$ cat config.mk
export PLATFORM = sky130hd
export DESIGN_NAME = alu_sequencer
export DESIGN_NICKNAME = d
export VERILOG_FILES = /design/src/rtl/alu_sequencer.sv
export SDC_FILE = /design/constraint.sdc
export NUM_CORES = 1
export LEC_CHECK = 0
export CAP_MARGIN = 20
export CORE_ASPECT_RATIO = 0.75
export CORE_MARGIN = 3
export CORE_UTILIZATION = 31
export DETAILED_ROUTE_END_ITERATION = 6
export SLEW_MARGIN = 20
export SYNTH_ARGS = -nofsm -noshare
export SYNTH_HDL_FRONTEND = slang
export SYNTH_SLANG_ARGS = --single-unit
export TNS_END_PERCENT = 30
$ cat constraint.sdc
create_clock -name clk -period 4.2 [get_ports clk]
set_input_delay 1.26 -clock clk [delete_from_list [all_inputs] [get_ports clk]]
set_output_delay 1.26 -clock clk [all_outputs]
set_load 0.05 [all_outputs]
$ cat src/rtl/alu_sequencer.sv
// Multi-cycle front end for the 16-bit combinational ALU: multi-bit shifts and
// a shift-add 16x16 multiply, one ALU operation per clock, valid/ready on both sides.
module alu_sequencer #(
  parameter bit MUL_EN = 1'b1
) (
  input  logic        clk,
  input  logic        reset_n,
  input  logic        req_valid,
  output logic        req_ready,
  input  logic [1:0]  req_cmd,
  input  logic [15:0] req_a,
  input  logic [15:0] req_b,
  output logic        rsp_valid,
  input  logic        rsp_ready,
  output logic [15:0] rsp_q,
  output logic        rsp_ovf,
  output logic        rsp_zero,
  output logic [15:0] alu_a,
  output logic [15:0] alu_b,
  output logic [4:0]  alu_op,
  input  logic [15:0] alu_q,
  input  logic        alu_overflow,
  input  logic        alu_zero
);

  typedef enum logic [2:0] {S_IDLE, S_SHIFT, S_MADD, S_MSHR, S_MDBL, S_RESP} state_t;

  localparam logic [1:0] CMD_SHL = 2'd0;
  localparam logic [1:0] CMD_LSR = 2'd1;
  localparam logic [1:0] CMD_MUL = 2'd3;
  localparam logic [4:0] OP_ADD  = 5'b00001;
  localparam logic [4:0] OP_LRS  = 5'b11000;
  localparam logic [4:0] OP_ARS  = 5'b11010;

  state_t      state_q, state_d;
  logic [1:0]  cmd_q, cmd_d;
  logic [15:0] val_q, val_d;
  logic [15:0] mc_q, mc_d;
  logic [15:0] mp_q, mp_d;
  logic [3:0]  cnt_q, cnt_d;
  logic        sticky_q, sticky_d;
  logic        lost_q, lost_d;
  logic [15:0] res_q, res_d;
  logic        rovf_q, rovf_d;
  logic        rzero_q, rzero_d;
  logic [15:0] alu_a_q, alu_a_d;
  logic [15:0] alu_b_q, alu_b_d;
  logic [4:0]  alu_op_q, alu_op_d;

  always_comb begin
    state_d  = state_q;
    cmd_d    = cmd_q;
    val_d    = val_q;
    mc_d     = mc_q;
    mp_d     = mp_q;
    cnt_d    = cnt_q;
    sticky_d = sticky_q;
    lost_d   = lost_q;
    res_d    = res_q;
    rovf_d   = rovf_q;
    rzero_d  = rzero_q;
    case (state_q)
      S_IDLE: begin
        if (req_valid) begin
          cmd_d    = req_cmd;
          sticky_d = 1'b0;
          lost_d   = 1'b0;
          if (req_cmd != CMD_MUL) begin
            val_d = req_a;
            cnt_d = req_b[3:0];
            if (req_b[3:0] == 4'd0) begin
              res_d   = req_a;
              rovf_d  = 1'b0;
              rzero_d = (req_a == 16'd0);
              state_d = S_RESP;
            end else begin
              state_d = S_SHIFT;
            end
          end else if (!MUL_EN || req_b == 16'd0) begin
            res_d   = 16'd0;
            rovf_d  = !MUL_EN;
            rzero_d = 1'b1;
            state_d = S_RESP;
          end else begin
            val_d   = 16'd0;
            mc_d    = req_a;
            mp_d    = req_b;
            state_d = req_b[0] ? S_MADD : S_MSHR;
          end
        end
      end
      S_SHIFT: begin
        val_d    = alu_q;
        sticky_d = sticky_q | alu_overflow;
        cnt_d    = cnt_q - 4'd1;
        if (cnt_q == 4'd1) begin
          res_d   = alu_q;
          rovf_d  = sticky_q | alu_overflow;
          rzero_d = (alu_q == 16'd0);
          state_d = S_RESP;
        end
      end
      // A multiplicand that already lost bits makes any further partial product overflow.
      S_MADD: begin
        val_d    = alu_q;
        sticky_d = sticky_q | alu_overflow | lost_q;
        state_d  = S_MSHR;
      end
      S_MSHR: begin
        mp_d = alu_q;
        if (alu_zero) begin
          res_d   = val_q;
          rovf_d  = sticky_q;
          rzero_d = (val_q == 16'd0);
          state_d = S_RESP;
        end else begin
          state_d = S_MDBL;
        end
      end
      S_MDBL: begin
        mc_d    = alu_q;
        lost_d  = lost_q | alu_overflow;
        state_d = mp_q[0] ? S_MADD : S_MSHR;
      end
      S_RESP: begin
        if (rsp_ready) state_d = S_IDLE;
      end
      default: state_d = S_IDLE;
    endcase

    // ALU drive is registered, so it is derived from the state being entered.
    alu_a_d  = 16'd0;
    alu_b_d  = 16'd0;
    alu_op_d = 5'd0;
    case (state_d)
      S_SHIFT: begin
        alu_b_d = val_d;
        if (cmd_d == CMD_SHL) begin
          alu_op_d = OP_ADD;
          alu_a_d  = val_d;
        end else begin
          alu_op_d = (cmd_d == CMD_LSR) ? OP_LRS : OP_ARS;
        end
      end
      S_MADD: begin
        alu_op_d = OP_ADD;
        alu_a_d  = val_d;
        alu_b_d  = mc_d;
      end
      S_MSHR: begin
        alu_op_d = OP_LRS;
        alu_b_d  = mp_d;
      end
      S_MDBL: begin
        alu_op_d = OP_ADD;
        alu_a_d  = mc_d;
        alu_b_d  = mc_d;
      end
      default: ;
    endcase
  end

  always_ff @(posedge clk or negedge reset_n) begin
    if (!reset_n) begin
      state_q  <= S_IDLE;
      cmd_q    <= 2'd0;
      val_q    <= 16'd0;
      mc_q     <= 16'd0;
      mp_q     <= 16'd0;
      cnt_q    <= 4'd0;
      sticky_q <= 1'b0;
      lost_q   <= 1'b0;
      res_q    <= 16'd0;
      rovf_q   <= 1'b0;
      rzero_q  <= 1'b0;
      alu_a_q  <= 16'd0;
      alu_b_q  <= 16'd0;
      alu_op_q <= 5'd0;
    end else begin
      state_q  <= state_d;
      cmd_q    <= cmd_d;
      val_q    <= val_d;
      mc_q     <= mc_d;
      mp_q     <= mp_d;
      cnt_q    <= cnt_d;
      sticky_q <= sticky_d;
      lost_q   <= lost_d;
      res_q    <= res_d;
      rovf_q   <= rovf_d;
      rzero_q  <= rzero_d;
      alu_a_q  <= alu_a_d;
      alu_b_q  <= alu_b_d;
      alu_op_q <= alu_op_d;
    end
  end

  assign req_ready = (state_q == S_IDLE);
  assign rsp_valid = (state_q == S_RESP);
  assign rsp_q     = res_q;
  assign rsp_ovf   = rovf_q;
  assign rsp_zero  = rzero_q;
  assign alu_a     = alu_a_q;
  assign alu_b     = alu_b_q;
  assign alu_op    = alu_op_q;

endmodule
==> summary.md, run 1 <==
| Metric | Value |
|---|---|
| Initial Utilization | 0.3192 |
| Worst r2r src | state_q[1] |
| Rows | 43 |
| Cell area after synthesis | 5977 sq um |
| CP required | 2.94 ns |
| Flop-to-flop setup slack | 1.31 ns |
| Clock Path Buffers | 2 |
| Register area share after synthesis | 0.4689 |
| FF/Latch Area | 2803 sq um |
| Drt first pass iters | 7 |
| Highest clock rate | 275.1 MHz |
| CP max stage cell | clkdlybuf4s50_1 |
| Antenna viol nets, final | 0 |
| Via Count | 5,465 |
| Worst r2r dst | rsp_q[3] |
| Worst Path Max Fanout | 15 |
| Die Area | 21,000 sq um |
| Outcome | completed |
| Initial antenna violation count | 0 |
| VDD IR max | 0.4353 mV |
| Layout Nets | 747 |
| Rel. slew slack | 0.3011 |
| Worst path cell trace | or2_1 > nor2_1 > clkdlybuf4s50_1 |
| Post-synth EDFFs | 0 |
| Most common cell after layout, fill and taps aside | dfrtp_1 |
| Hold Crit Class | reg2reg |
| Count of different cell masters after synthesis | 65 |
| Post-DP HPWL | 16,020 microns |
| Placed Cells | 925 |
| Fraction of layout cells with a size suffix above 1 | 0.1212 |
| Leak Pwr | 3.234 nW |
| Fillers | 1,814 |
| Post-Route WL | 22,460 microns |
| Htree depth | 3 |
| Hold Crit Start | mp_q[14] |
| Skew-Pair Late Insertion Delay | 0.36 ns |
| Synth Instances | 588 |
| Total grt overflow | 0 |
| Port Buffers | 111 |
| Overall die width | 166.3 microns |
| Post-CTS Setup Bufs | 0 |
| I/O Pins | 113 |
| Crit path largest cell delay | 0.83 ns |
| Clk sinks | 112 |
| Worst-case reg-to-reg path depth | 7 |
| Total Routing Usage GR | 0.2112 |
| Pwr/cell area | 877.2 nW/um^2 |
| Fin crit share | 0.8654 |
| TritonCTS buffer count | 9 |
| # diodes | 0 |
| CP arrival | 2.37 ns |
| PostCTS Resize Cnt | 0 |
| Vias in the first global route | 5,498 |
| Post-synth top flop | dfrtp_1 |
| Total power | 6.696 mW |
| Root buf cell | clkbuf_16 |
| Clk_skew | 0.01101 ns |
| Min-Delay Path Depth | 2 |
| Hold Buf Count CTS | 0 |
| Setup Crit Path Kind | reg2out |
| Area of the multi-input gates | 2786 sq um |
| First DRT Iteration DRCs | 671 |
| Core Area | 18,720 sq um |
| Slew Viols, Final | 0 |
| Hold EP | mp_q[14] |
| Layout area overhead | 27.72% |
| Net Count, Synth | 646 |
| Async S/R FF share, synth | 1.000 |
| RSZ-0062 raised after global routing | false |
| Commonest non-fill, non-tap cells in the layout | dfrtp_1, clkdlybuf4s50_1, nand2_1, inv_1, o221ai_1 |
| Avg Inst Size Synth | 10.16 sq um |
| GPL Wtd Cong | 0.9258 |
| Final TNS setup | 0 ns |
| Actual slew at the worst max-slew pin | 1.048 ns |
| Die Height | 126.3 microns |
| Via-to-Cell Ratio | 5.814 |
| Final hold viol count | 0 |
| First-pass GRT wire length | 34,120 microns |
| Max cap viols | 0 |
| Clock Pin Slew Worst Setup and Hold Paths | 0.07 ns |
| Final Setup Violations | 0 |
| Largest net degree at the start of global routing | 60 |
| Final min period | 3.635 ns |
| CTS tree | done |
| # DRC | 0 |
| Drt wl/cell | 23.90 microns |
| Yosys reg bits | 112 |
| Fin cells | 940 |
| Ys Warns | 0 |
| Startpoint Class | flop |
| Critical path capture point type | output pin |
-- critical path: cells and delay by family (launching register included) --
kind                   cells  cell delay [ns]
AND/OR/NAND/NOR            2             0.63
flip-flops                 1             0.55
buffers and inverters      1             0.83
-- state kept, by name, summed over array words and instances (netlist names) --
signal and flops:
rsp_zero 1, mp_q 16, alu_a 16, alu_b 16
mc_q 16, lost_q 1, rsp_ovf 1, state_q 3
cnt_q 4, cmd_q 2, alu_op 3, sticky_q 1
val_q 16, rsp_q 16
-- final cells by class --
type / count / share of cell area
Inverter: 38 / 0.01869
Timing Repair Buffer: 136 / 0.1731
Multi-Input combinational cell: 392 / 0.3650
Clock inverter: 5 / 0.005573
Clock buffer: 10 / 0.03000
Tap cell: 247 / 0.04049
Sequential cell: 112 / 0.3672
-- routing by layer --
layer / track usage / part of all wire
met1: 0.3081 / 0.46
met2: 0.3115 / 0.43
met3: 0.04864 / 0.079
met4: 0.06644 / 0.026
met5: 0 / 0
-- synth_stat cells, types with 7 or more instances --
cell type / number / area (sq um)
mux2_4: 10 / 150.1
o311a_1: 16 / 160.2
or2_1: 7 / 43.79
nand2_1: 72 / 270.3
nand2b_1: 7 / 43.79
o21a_1: 14 / 105.1
a221oi_1: 14 / 122.6
inv_1: 37 / 138.9
buf_2: 14 / 70.07
o21ai_0: 21 / 105.1
or2_2: 12 / 75.07
nor4_1: 16 / 100.1
a21oi_1: 7 / 35.03
a22o_1: 16 / 140.1
mux2_2: 9 / 101.4
nor2_1: 13 / 48.80
and2_1: 15 / 93.84
o221ai_1: 33 / 289.0
o31ai_1: 17 / 127.6
a22oi_1: 13 / 97.59
clkbuf_1: 21 / 78.83
mux2i_1: 16 / 160.2
dfrtp_1: 112 / 2803
-- worst max-delay path by stage --
stage | slack [ns] | cells past startpoint | startpoint | endpoint
floorplan | 1.17 | 6 | req_valid | rsp_ovf
global placement | 0.30 | 7 | req_cmd[1] | rsp_q[7]
detailed placement | 0.24 | 7 | req_cmd[0] | rsp_q[3]
CTS | 0.59 | 3 | state_q[2] | req_ready
global route | 0.39 | 7 | req_b[0] | alu_b[5]
finish | 0.57 | 3 | state_q[2] | req_ready
-- cells by family after synthesis --
| logic type | synth area share |
|---|---|
| mux | 0.06887 |
| other cells | 0.0006274 |
| flops | 0.4689 |
| fa+ha+maj | 0.004186 |
| buf+inv | 0.06552 |
| simple gates | 0.1455 |
| compound gates | 0.2464 |
-- through the flow --
step | util | instance area, sq um | setup WS [ns] | hold slack, ns
6_report | 0.4077 | 7634 | 0.5654 | 0.4947
5_1_grt | 0.4077 | 7634 | 0.3933 | 0.5102
4_1_cts | 0.4077 | 7634 | 0.5854 | 0.4964
3_5_place_dp | 0.3932 | 7362 | 0.2399 | 0.4797
3_3_place_gp | 0.3932 | 7362 | 0.3044 | 0.4767
2_1_floorplan | - | 5977 | 1.171 | 0.4518
-- report_power, final --
part / internal [mW] / total [mW] / switching [mW]
Sequential: 1.57 / 1.88 / 0.311
Clock: 0.406 / 0.821 / 0.415
Combinational: 1.48 / 4.00 / 2.52
Total: 3.45 / 6.70 / 3.24
Power figures use the tool's default switching activity.
==> run 2: changes to the inputs <==
==> constraint.sdc (replaced) <==
create_clock -name clk -period 4.27 [get_ports clk]
set_input_delay 1.281 -clock clk [delete_from_list [all_inputs] [get_ports clk]]
set_output_delay 1.281 -clock clk [all_outputs]
set_load 0.05 [all_outputs]
==> run 2 against run 1 <==
  * Global-route usage increased by 0.35 points
  * Critical path type is now in2reg
  * Sequential power is 2% lower
  * Largest cell class unchanged
  * Die area unchanged
  * Worst hold slack better by 0.010 ns
  * Clock power rose by 2.9%
  * Clock skew is 0.00093 ns lower
  * Routed wire length is 1.0% higher
==> summary.md, run 2 (same netlist as run 1, synthesis figures left out) <==
| Metric | Value |
|---|---|
| Outcome | completed |
| Fin crit share | 0.8568 |
| Drt first pass iters | 7 (unchanged) |
| Fraction of layout cells with a size suffix above 1 | 0.1304 (+0.009160) |
| FF/Latch Area | 2803 sq um (unchanged) |
| I/O Pins | 113 (unchanged) |
| Die Area | 21,000 sq um (unchanged) |
| Critical path capture point type | flop |
| Clk sinks | 112 (unchanged) |
| Post-DP HPWL | 15,960 microns (-0.35%) |
| Highest clock rate | 273.3 MHz |
| Setup Crit Path Kind | in2reg |
| Placed Cells | 929 (+0.43%) |
| RSZ-0062 raised after global routing | false |
| Antenna viol nets, final | 0 (unchanged) |
| GPL Wtd Cong | 0.9100 (-1.7%) |
| Total Routing Usage GR | 0.2147 (+0.003506) |
| Commonest non-fill, non-tap cells in the layout | dfrtp_1, clkdlybuf4s50_1, nand2_1, inv_1, o221ai_1 |
| Fin cells | 945 (+0.53%) |
| Overall die width | 166.3 microns (unchanged) |
| Final Setup Violations | 0 (unchanged) |
| Cell area after layout | 7701 sq um (+0.89%) |
| Initial antenna violation count | 1 (+1) |
| Min Hold Slack | 0.5048 ns (+0.01015 ns) |
| Area of the multi-input gates | 2789 sq um (about the same) |
| Skew-Pair Late Insertion Delay | 0.36 ns (about the same) |
| Rows | 43 (unchanged) |
| Total grt overflow | 0 (unchanged) |
| Layout Nets | 751 (+0.54%) |
| Slew Viols, Final | 0 (unchanged) |
| VDD IR max | 0.4867 mV (+12%) |
| CTS tree | done |
| Actual slew at the worst max-slew pin | 0.9843 ns (-0.06413 ns) |
| Via-to-Cell Ratio | 5.897 (+1.4%) |
| Vias in the first global route | 5,556 (+1.1%) |
| Rel. slew slack | 0.3438 (+0.04276) |
| Layout area overhead | 28.85% |
| Initial Utilization | 0.3192 (unchanged) |
| Worst Path Max Fanout | 19 (+4) |
| Root buf cell | clkbuf_16 |
| Final hold viol count | 0 (unchanged) |
| Leak Pwr | 3.264 nW (+0.95%) |
| Final WS setup | 0.6113 ns (+0.04591 ns) |
| # DRC | 0 (unchanged) |
| CP arrival | 3.87 ns (+1.50 ns) |
| Max cap viols | 0 (unchanged) |
| CP required | 4.48 ns (+1.54 ns) |
| Hold Buf Count CTS | 0 (unchanged) |
| Setup WS pre-CTS | 0.3165 ns (+0.07657 ns) |
| Hold Crit Class | reg2reg |
| Clock Path Buffers | 2 (unchanged) |
| First DRT Iteration DRCs | 620 (-7.6%) |
| First-pass GRT wire length | 34,680 microns (+1.6%) |
| Placed cell area | 7407 sq um (+0.61%) |
| Largest net degree at the start of global routing | 63 (+5.0%) |
| Pwr/cell area | 866.4 nW/um^2 (-1.2%) |
| Clock Pin Slew Worst Setup and Hold Paths | 0.08 ns (about the same) |
| Clk_skew | 0.01008 ns (-0.0009335 ns) |
| Port Buffers | 111 (unchanged) |
| Drt wl/cell | 24.01 microns (+0.47%) |
| Htree depth | 3 (unchanged) |
| Via Count | 5,573 (+2.0%) |
| PostCTS Resize Cnt | 0 (unchanged) |
| Fillers | 1,826 (+0.66%) |
| Post-CTS Setup Bufs | 0 (unchanged) |
| Most common cell after layout, fill and taps aside | dfrtp_1 |
| Final min period | 3.659 ns |
| Post-Route WL | 22,690 microns (+1.0%) |
| # diodes | 0 (unchanged) |
| TritonCTS buffer count | 9 (unchanged) |
| Core Area | 18,720 sq um (unchanged) |
| Startpoint Class | input pin |
| Die Height | 126.3 microns (unchanged) |
| Final TNS setup | 0 ns (unchanged) |
-- run 2: metrics by stage --
step                      power, mW    util
after global placement        5.698  0.3956
after global routing          6.996  0.4113
after detailed placement      5.767  0.3956
after floorplan               4.411       -
final                         6.672  0.4113
after CTS                     6.632  0.4113
-- run 2: area by class of cell --
class / count / share of cell area
multi-input combinational: 392 / 0.3621
clock buffer: 11 / 0.03282
sequential: 112 / 0.3639
inverter: 38 / 0.01852
timing repair buffer: 140 / 0.1771
tap: 247 / 0.04013
clock inverter: 5 / 0.005361
-- run 2: metal layers --
metal,vias to the layer above,part of all wire,global-route usage
li1,2409,-,-
met1,2771,0.43,0.3030
met2,345,0.44,0.3202
met3,46,0.099,0.05617
met4,2,0.029,0.07614
met5,-,0.00057,0
-- run 2: worst max-delay path, stage by stage --
cell and delay (ns):
clkdlybuf4s50_1 0.50, nor4_1 0.39, buf_4 0.19, and4_1 0.36, o32a_1 0.29, inv_2 0.22
o21ai_0 0.41, o221ai_1 0.21
-- run 2: where the power goes --
| part | total (mW) | leakage [nW] | switching [mW] | internal (mW) |
|---|---|---|---|---|
| clock | 0.845 | 0.138 | 0.414 | 0.432 |
| sequential | 1.84 | 1.40 | 0.296 | 1.54 |
| combinational | 3.99 | 1.72 | 2.51 | 1.48 |
| total | 6.67 | 3.26 | 3.22 | 3.45 |
-- run 2: worst paths after layout --
kind	depth (start not counted)	endpoint	slack, ns	from
max	8	alu_b[5]	0.61	req_b[4]
min	2	mp_q[8]	0.50	mp_q[8]
max reg2reg	7	rsp_q[6]	1.32	state_q[1]
min reg2reg	2	mp_q[8]	0.50	mp_q[8]
max in group asynchronous	2	mp_q[15]	2.48	reset_n
min in group asynchronous	1	sticky_q	1.01	reset_n
